$ cat src/rtl/ram_bist_ctrl.sv
// Single-pass RAM self-test: writes an address-derived pattern to every word,
// then reads each word back and counts mismatches against the same pattern.
module ram_bist_ctrl #(
  parameter int ADDR_SIZE   = 10,
  parameter int WORD_SIZE   = 8,
  parameter int MEMORY_SIZE = 1024
) (
  input  logic                 clk,
  input  logic                 rst_n,
  input  logic                 start,
  input  logic                 pattern_sel,
  input  logic [WORD_SIZE-1:0] ram_rdata,
  output logic [ADDR_SIZE-1:0] ram_addr,
  output logic [WORD_SIZE-1:0] ram_wdata,
  output logic                 ram_wr,
  output logic                 ram_cs,
  output logic                 busy,
  output logic                 done,
  output logic                 pass,
  output logic [ADDR_SIZE:0]   err_count,
  output logic [ADDR_SIZE-1:0] first_err_addr,
  output logic [1:0]           state_dbg
);

  // Handshake: start is sampled only in IDLE; busy rises the cycle after
  // acceptance and stays high through DONE; done pulses for exactly one cycle.
  typedef enum logic [1:0] {IDLE, WRITE, READ, DONE} state_t;

  localparam logic [ADDR_SIZE-1:0] K_LAST  = ADDR_SIZE'(MEMORY_SIZE - 1);
  localparam logic [ADDR_SIZE:0]   ERR_MAX = (ADDR_SIZE + 1)'(MEMORY_SIZE);

  state_t               state;
  logic [ADDR_SIZE-1:0] k;
  logic                 sel_q;
  logic                 mismatch;

  // Word for address a is (2*a) mod 256, optionally inverted.
  function automatic logic [WORD_SIZE-1:0] pattern(input logic [ADDR_SIZE-1:0] a,
                                                   input logic inv);
    logic [7:0] v;
    v = 8'({a, 1'b0});
    pattern = WORD_SIZE'(v);
    if (inv) pattern = ~pattern;
  endfunction

  assign mismatch  = (ram_rdata != pattern(k, sel_q));
  assign state_dbg = state;

  always_ff @(posedge clk or negedge rst_n) begin
    if (!rst_n) begin
      state          <= IDLE;
      k              <= '0;
      sel_q          <= 1'b0;
      ram_addr       <= '0;
      ram_wdata      <= '0;
      ram_wr         <= 1'b0;
      ram_cs         <= 1'b0;
      busy           <= 1'b0;
      done           <= 1'b0;
      pass           <= 1'b0;
      err_count      <= '0;
      first_err_addr <= '0;
    end else begin
      case (state)
        IDLE: begin
          if (start) begin
            state          <= WRITE;
            k              <= '0;
            sel_q          <= pattern_sel;
            ram_addr       <= '0;
            ram_wdata      <= pattern('0, pattern_sel);
            ram_wr         <= 1'b1;
            ram_cs         <= 1'b1;
            busy           <= 1'b1;
            pass           <= 1'b0;
            err_count      <= '0;
            first_err_addr <= '0;
          end
        end
        WRITE: begin
          if (k == K_LAST) begin
            state    <= READ;
            k        <= '0;
            ram_addr <= '0;
            ram_wr   <= 1'b0;
          end else begin
            k         <= k + 1'b1;
            ram_addr  <= k + 1'b1;
            ram_wdata <= pattern(k + 1'b1, sel_q);
          end
        end
        READ: begin
          if (mismatch && err_count != ERR_MAX) begin
            err_count <= err_count + 1'b1;
            if (err_count == '0) first_err_addr <= k;
          end
          if (k == K_LAST) begin
            // Final compare folds into pass on the same edge.
            state  <= DONE;
            done   <= 1'b1;
            ram_cs <= 1'b0;
            pass   <= (err_count == '0) && !mismatch;
          end else begin
            k        <= k + 1'b1;
            ram_addr <= k + 1'b1;
          end
        end
        DONE: begin
          state <= IDLE;
          done  <= 1'b0;
          busy  <= 1'b0;
        end
        default: state <= IDLE;
      endcase
    end
  end

endmodule

$ cat config.mk
export PLATFORM = sky130hd
export DESIGN_NAME = ram_bist_ctrl
export DESIGN_NICKNAME = d
export VERILOG_FILES = /design/src/rtl/ram_bist_ctrl.sv
export SDC_FILE = /design/constraint.sdc
export NUM_CORES = 1
export LEC_CHECK = 0
export ABC_AREA = 1
export BUFFER_PORTS_ARGS = -buffer_cell sky130_fd_sc_hd__buf_4
export CAP_MARGIN = 20
export CORE_MARGIN = 3
export CORE_UTILIZATION = 55
export DETAILED_ROUTE_END_ITERATION = 6
export GPL_ROUTABILITY_DRIVEN = 0
export PLACE_DENSITY = 0.92
export SETUP_SLACK_MARGIN = 0.05
export SLEW_MARGIN = 20
export SYNTH_ARGS = -nofsm -noshare
export SYNTH_HDL_FRONTEND = slang
export SYNTH_SLANG_ARGS = --single-unit
$ cat constraint.sdc
create_clock -name clk -period 2 [get_ports clk]
set_input_delay 0 -clock clk [delete_from_list [all_inputs] [get_ports clk]]
set_output_delay 0 -clock clk [all_outputs]
set_load 0.03 [all_outputs]
# After elaboration in Yosys (flattened, before gate mapping)
# Index checks and enable logic that the tools add are counted.
# op_classes
add_sub_neg,2
eq_ne,13
mux,30
bitwise_logic,2
n_reduce_logical,20
# ops
operator,count
two-way mux 10 bit,5
two-way mux 8 bit,5
case mux 10 bit (3 select lines),1
two-way mux 11 bit,2
case mux 11 bit (2 select lines),1
case mux 10 bit (2 select lines),1
AND reduction 3 bit,6
inverter 8 bit,2
case mux 8 bit (2 select lines),1
"inequality test 2 bit, second input constant",7
"adder 11 x 1 -> 11 bit, second input constant",1
zero test 11 bit,1
"inequality test 11 bit, second input constant",1
"adder 10 x 1 -> 10 bit, second input constant",1
"equality test 10 bit, second input constant",1
case mux 1 bit (2 select lines),5
inequality test 8 bit,1
case mux 2 bit (4 select lines),1
nonzero test 2 bit,4
two-way mux 2 bit,3
AND reduction 2 bit,3
two-way mux 1 bit,5
"equality test 2 bit, second input constant",2
AND reduction 4 bit,1
5 further kinds,6
# word_totals
regBits,47
output_inout_bits,46

# Logic depth before layout (Yosys ltp)
# Gate-level depths: netlist of run 1.
# logic_depth
word_depth,7
depth_mapped,16

# Worst setup path before layout of run 1
# No wires, ideal clock.
# synth_path
path_kind,register to register
start,register k[0]
end,register k[0]
arrival_time_ns,1.794
path_slack_ns,0.068
stages_incl_launch_ff,11
n_path_buf,0
path_cell_list,dfrtp_1 -> ha_1 -> nand2_1 -> nor2_2 -> nand3_2 -> nor2_4 -> nand3_1 -> nand2_1 -> nand2_1 -> nand3_1 -> o21ai_1
# synth_between
elab_chain_cells,3
elab_cells_between_ends,7
cone_classes,add/sub: 1; eq/ne: 2; mux: 3; reduce/logical: 1
# synth_rtl
element,line_no,source
"start, declared",33,logic [ADDR_SIZE-1:0] k;
"start signal, assigned",87,k <= k + 1'b1;
"start signal, assigned",104,k <= k + 1'b1;
adder 10 x 1 -> 10 bit or equality test 10 bit (tied branches),--,
"two-way mux 10 bit, or another cell as far along",97,if (k == K_LAST) begin
case mux 10 bit (3 select lines) or AND reduction 3 bit (tied branches),--,
# Parallel ways exist; a longest one is shown, timed or not. The select of a mux whose other input is x is not followed.
# A chain may end at the register's enable or synchronous reset.

# Final worst setup path of run 1
# layout_path
start,register sel_q
end,register first_err_addr[3]
# layout_between
elab_chain_cells,5
# layout_rtl
element,line_no,source
"start, declared",34,logic sel_q;
"start signal, assigned",69,sel_q <= pattern_sel;
two-way mux 8 bit,43,if (inv) pattern = ~pattern;
inequality test 8 bit,46,"assign mismatch = (ram_rdata != pattern(k, sel_q));"
logical AND 1 bit,93,if (mismatch && err_count != ERR_MAX) begin
inequality test 2 bit (no source line),--,
AND reduction 4 bit (no source line),--,
"end signal, assigned",95,if (err_count == '0) first_err_addr <= k;
"end, declared",21,"output logic [ADDR_SIZE-1:0] first_err_addr,"
# Every way passes these cells.

==> qor.yml, run 1 <==
final_layout:
  filler_cell_count: 381
  fin_cells: 534
  seq_area_um2: 1180
  multi_input_area_um2: 1490
  final_common_cell: "nand2_1"
  drive_above_1_share: 0.256
  layout_common_cells: "nand2_1 (130), buf_4 (72), inv_1 (48)"
  syn2layout_area_growth_pct: 23.7
  nets: 484
  final_util: 0.710
  diodes: 0
grt:
  grt.total_usage: 0.239
  grt_util_met3: 0.0488
  grtUsageMet1: 0.309
  antenna_found_initial: 0
  grt-ovfl-total: 0
  grt_busiest_layer: "met2"
  grtUsageMet2: 0.402
  grt_pass1_wl_um: 12000
  grt_max_degree: 48
  grt_pass1_vias: 2646
pwr:
  swShare: 0.202
  leakage_uw: 0.00191
  peakVddDrop_mv: 0.409
  switchingPower_uw: 371
  power_density_nw_per_um2: 505
  clkPwrFrac: 0.455
  power.internal_uw: 1470
  seqPwrFrac: 0.515
  comb_power_share: 0.030
detailed_routing:
  drt-vias-per-instance: 5.47
  vias: 2921
  final_antenna_net_count: 0
  wl_per_cell_um: 14.1
  wl_um: 7510
  dr.pass1.iters: 5
  drtIter0Drc: 298
  drc_errors: 0
timing:
  fmax_ghz: 0.534
  finalHoldViolations: 0
  fin_crit_ps: 1870
  finalSetupTns_ps: 0
  fin_skew_ps: 6.82
  worstMarginPinSlew_ps: 580
  rsz0062_at_grt: "no"
  slew_violations: 0
  worst_slack_ps: 128
  max_slew_margin: 0.613
  finalCritPeriodShare: 0.936
  setup_viol: 0
clock_network:
  cts_tree: "yes"
  clock-sinks: 47
  h-tree-depth: 2
  numCtsBuffers: 5
  cts_root_buf: "clkbuf_8"
  clock_path_buffers: 2
  clock_latency_ps: 310
  clkTransAtPathRegs_ps: 90
worst_setup_path:
  critPathMaxFanout: 10
  crit_type: "reg -> reg"
  cp.arrival_ps: 2070
  cp-start-kind: "register"
  cp.required_ps: 2200
  endpoint_kind: "register"
flow_run:
  maxCapViolCount: 0
yosys:
  syn_area_um2: 2950
  avgSynthCellArea_um2: 7.43
  synth_top_area_cell: "dfrtp_1"
  synth_seq_cells: 47
  synthAdderAreaFrac: 0.0382
  syn_nets: 418
  ys_seq_area_frac: 0.399
  synth_area_leaders: "dfrtp_1 (40%), nand2_1 (17%), inv_1 (6.5%), nand3_1 (4.6%), nand4_1 (4.2%)"
  yosys.area_share.simple: 0.331
  syn_inst: 397
  synth_top_area_frac: 0.399
  synth_xor_area_frac: 0.0119
  synth_top_family_by_area: "simple AND/OR/NAND/NOR gates"
  synth-compound-area-share: 0.112
  yosysUniqueCellTypes: 34
  yosysWarnings: 0
  synthMuxAreaShare: 0
floorplan:
  die_h_um: 79.2
  ios: 58
  coreArea_um2: 5140
  die-area_um2: 6280
  row_count: 26
  fp.dieW_um: 79.2
  initial_core_util: 0.574
placement:
  pre_cts_slack_ps: 54.8
  dpl.hpwl_um: 5370
  placed_cells: 519
  port_buffers: 57
run_status:
  status: "complete, no violations"
min_path:
  hold_path.class: "in -> reg"
==> synth_stat cells (all sizes together) <==
cell,count
nand2,139
inv,54
dfrtp,47
o21ai,36
nand3,30
nand4,20
nor2,17
a21oi,11
buf,9
ha,9
clkbuf,5
nand3b,4
nor3,3
o22ai,3
xor2,3
nor4,2
a31oi,1
o211ai,1
o311ai,1
o31ai,1
xnor2,1
==> final timing paths <==
| path | start | endpoint | slack, ps | cells past startpoint |
|---|---|---|---|---|
| max | sel_q | first_err_addr[3] | 130 | 13 |
| min | pattern_sel | sel_q | 90 | 3 |
| max reg2reg | sel_q | first_err_addr[3] | 130 | 13 |
| min reg2reg | first_err_addr[4] | first_err_addr[4] | 490 | 2 |
| max in group asynchronous | rst_n | sel_q | 1350 | 2 |
| min in group asynchronous | rst_n | ram_cs | 230 | 2 |
==> critical path: stages, from the launching register on <==
cell and delay, ps:
dfrtp_2 480, buf_4 170, nand2_1 50, nand3_1 80
nand2_1 50, inv_1 50, nand2_1 60, nor2_1 120
nand2_1 100, nand2_1 100, nand2_2 130, buf_4 210
nand4_1 100, nand2_1 70
==> power groups by stage <==
stage,Sequential (µW),Combinational (µW),Clock (µW)
2_1_floorplan,969,14.7,0
3_3_place_gp,968,53.4,0
3_5_place_dp,968,54.4,0
4_1_cts,949,56.0,834
5_1_grt,949,62.0,881
6_report,949,54.9,838
==> logic make-up (layout without fill, tap and decap cells) <==
| kind of cell | count (synthesis) | after routing |
|---|---|---|
| xor+xnor | 4 | 4 |
| buf+inv | 68 | 135 |
| fa+ha+maj | 9 | 9 |
| simple gates | 215 | 215 |
| compound gates | 54 | 54 |
| flops | 47 | 47 |
==> area by class of cell <==
type | count | share of cell area
multi-input cells | 282 | 0.407
flip-flops and latches | 47 | 0.323
repair buffers | 73 | 0.151
inverters | 54 | 0.0576
well taps | 70 | 0.0240
clock buffers | 5 | 0.0189
clock inverters | 3 | 0.0185
==> layer usage <==
| layer | up-vias | routed length (µm) | part of all wire |
|---|---|---|---|
| met5 | - | 0 | 0 |
| met2 | 126 | 3580 | 0.48 |
| met4 | 0 | 164 | 0.022 |
| met3 | 24 | 550 | 0.073 |
| li1 | 1410 | - | - |
| met1 | 1361 | 3220 | 0.43 |
==> through the flow <==
step	hold WS (ps)	power, µW	area [µm²]
floorplan	-296	983	2950
global placement	38.4	1020	3420
detailed placement	40.1	1020	3420
CTS	80.4	1840	3570
global route	96.8	1890	3650
finish	90.3	1840	3650
==> registers in the layout, summed over array words and instances, names as in the netlist <==
signal	count
busy	1
done	1
err_count	11
first_err_addr	10
k	10
pass	1
ram_cs	1
ram_wdata	8
ram_wr	1
sel_q	1
state_dbg	2
==> timing repair <==
item                                    in CTS  in global routing
setup buffers                                0                  6
gates resized for setup                      1                 14
hold buffers                                 1                  0
endpoints found under the setup margin      11                 37
endpoints found under the hold margin       47                  0
No activity file was read; power rests on OpenSTA's default activity.
==> inputs of run 2 (changes only) <==
- ABC_AREA: 1 -> 0
==> run 2 against run 1 <==
  * Setup slack worse by 200 ps
  * Global-route usage is 2.5 points higher
  * Critical path depth is 7 lower
  * Synthesized cell count is 14% lower
  * Non-clock buffer count is 23 higher
  * Clock power is 17% lower
  * Wire length is 18% higher
  * Sequential share of layout area is 1.9 points lower
  * Count of clock-buffer cells in the layout is 2 higher
  * Flip-flop and latch count stayed put
  * Register-to-register slack worse by 200 ps
  * The run now ends with negative setup slack left
  * Largest power group is now combinational logic
  * Area after synthesis is 0.51% lower
==> qor.yml, run 2 <==
detailed_routing:
  drc_errors: 0
  dr.pass1.iters: 5
  vias: 3072
  wl_um: 8840
  final_antenna_net_count: 0
  wl_per_cell_um: 18.2
  drtIter0Drc: 418
  drt-vias-per-instance: 6.31
yosys:
  synth_top_area_frac: 0.401
  synth_area_leaders: "dfrtp_1 (40%), nand2_1 (6.9%), ha_1 (3.8%), nand4_1 (3.6%), a21oi_1 (3.6%)"
  syn_inst: 341
  synth_common_cells: "nand2_1 (54), dfrtp_1 (47), nor2_1 (22)"
  syn_nets: 362
  ys_seq_area_frac: 0.401
  yosysUniqueCellTypes: 51
  avgSynthCellArea_um2: 8.60
  synth_edf_count: 0
  async_flop_share: 1.00
  yosysWarnings: 0
  synth_seq_cells: 47
  synth_top_area_cell: "dfrtp_1"
  synth_ff_type: "dfrtp_1"
  syn_area_um2: 2930
  yosysMostFrequentCell: "nand2_1"
worst_setup_path:
  cp.arrival_ps: 2270
  cp-start-kind: "register"
  crit_type: "reg -> reg"
  critPathMaxFanout: 8
  endpoint_kind: "register"
  cp.required_ps: 2200
  r2r_cells: 6
final_layout:
  largest_register_ffs: 11
  layout_common_cells: "buf_4 (91), nand2_1 (52), dfrtp_1 (39)"
  regMostFlops: "err_count"
  diodes: 0
  nets: 440
  seq_area_um2: 1190
  multi_input_area_um2: 1740
  reg_top3: "err_count x11, first_err_addr x10, k x10"
  final_util: 0.789
  drive_above_1_share: 0.333
  syn2layout_area_growth_pct: 32.9
  filler_cell_count: 313
  final_common_cell: "buf_4"
floorplan:
  ios: 58
  row_count: 25
  initial_core_util: 0.594
  coreArea_um2: 4940
  fp.dieW_um: 79.0
  die-area_um2: 6250
  die_h_um: 79.0
placement:
  port_buffers: 57
  pre_cts_slack_ps: -56.4
  dpl.hpwl_um: 5830
flow_run:
  maxCapViolCount: 0
timing:
  rsz0062_at_grt: "yes"
  finalCritPeriodShare: 1.04
  setup_viol: 13
  fmax_ghz: 0.482
  fin_crit_ps: 2080
  worstMarginPinSlew_ps: 593
  finalHoldViolations: 0
  max_slew_margin: 0.605
  worst_slack_ps: -75.3
  slew_violations: 0
  finalSetupTns_ps: -335
  fin_skew_ps: 9.61
clock_network:
  cts_tree: "yes"
  numCtsBuffers: 5
  clock_latency_ps: 300
  clkTransAtPathRegs_ps: 80
  clock_path_buffers: 2
  cts_root_buf: "clkbuf_8"
  clock-sinks: 47
  h-tree-depth: 2
pwr:
  leakage_uw: 0.00175
  power_density_nw_per_um2: 1330
  peakVddDrop_mv: 1.10
  p_total_uw: 5170
grt:
  grt_pass1_vias: 2803
  grt-ovfl-total: 0
  grt.total_usage: 0.265
  grt_pass1_wl_um: 13300
  grt_max_degree: 48
  antenna_found_initial: 0
min_path:
  hold_path.class: "in -> reg"
  whs_path_depth: 4
run_status:
  status: "finished with violations"
  violations: "negative setup slack"
## run 2: changes by cell type in the layout (fill, tap and decap cells not counted), sizes merged, moves of 7 or more
cell	delta
xnor2	+11
nand3	-13
inv	-44
buf	+22
nor3	+7
nand2	-84
o21ai	-19
a21oi	+10
o211ai	+12
and3	+7
## run 2: kinds of logic after synthesis
family	synth area share
simple gates	0.245
compound gates	0.173
flops	0.401
buf+inv	0.0512
xor+xnor	0.0623
fa+ha+maj	0.0384
mux	0.0294
## run 2: critical path: stages, from the launching register on
cell	delay [ps]
dfrtp_1	490
nand2_1	110
or4_4	560
mux2i_4	270
nand2_4	130
and2_4	180
o311ai_2	230
## run 2: final timing paths
path	to	from	slack [ps]
worst max-delay path	err_count[1]	sel_q	-80
worst min-delay path	busy	start	110
worst max register to register	err_count[1]	sel_q	-80
worst min register to register	first_err_addr[7]	first_err_addr[7]	530
max in group asynchronous	state_dbg[1]	rst_n	1320
min in group asynchronous	first_err_addr[8]	rst_n	240
## run 2: final cells by class
class / count / area share
Clock inverter: 1 / 0.00770
Timing Repair Buffer: 96 / 0.192
Multi-Input combinational cell: 259 / 0.445
Tap cell: 67 / 0.0215
Clock buffer: 7 / 0.0196
Inverter: 10 / 0.00963
Sequential cell: 47 / 0.304
## run 2: through the flow
step                      area, µm²  std cells  hold slack, ps
after floorplan                2980        341            -296
after global placement         3600        472            47.3
after detailed placement       3600        472            45.3
after CTS                      3750        482            95.0
after global routing           3900        487             160
final                          3900        487             113
## run 2: routing by layer
layer / vias to the layer above / global-route usage / part of all wire
met1: 1457 / 0.351 / 0.40
met5: - / 0 / 0
li1: 1379 / - / -
met3: 42 / 0.0476 / 0.087
met4: 0 / 0.0979 / 0.028
met2: 194 / 0.432 / 0.48
## run 2: timing repair
item,4_1_cts,5_1_grt
setup buffers,0,5
hold buffers,2,0
endpoints found under the hold margin,48,0
pin swaps,0,7
resized for setup,7,28
endpoints found under the setup margin,9,31
## run 2: power by group
part / switching (µW) / internal (µW) / total (µW) / leakage [µW]
clock: 323 / 375 / 698 / 0.0000524
sequential: 206 / 1160 / 1370 / 0.000601
combinational: 1880 / 1220 / 3100 / 0.00109
total: 2410 / 2760 / 5170 / 0.00175
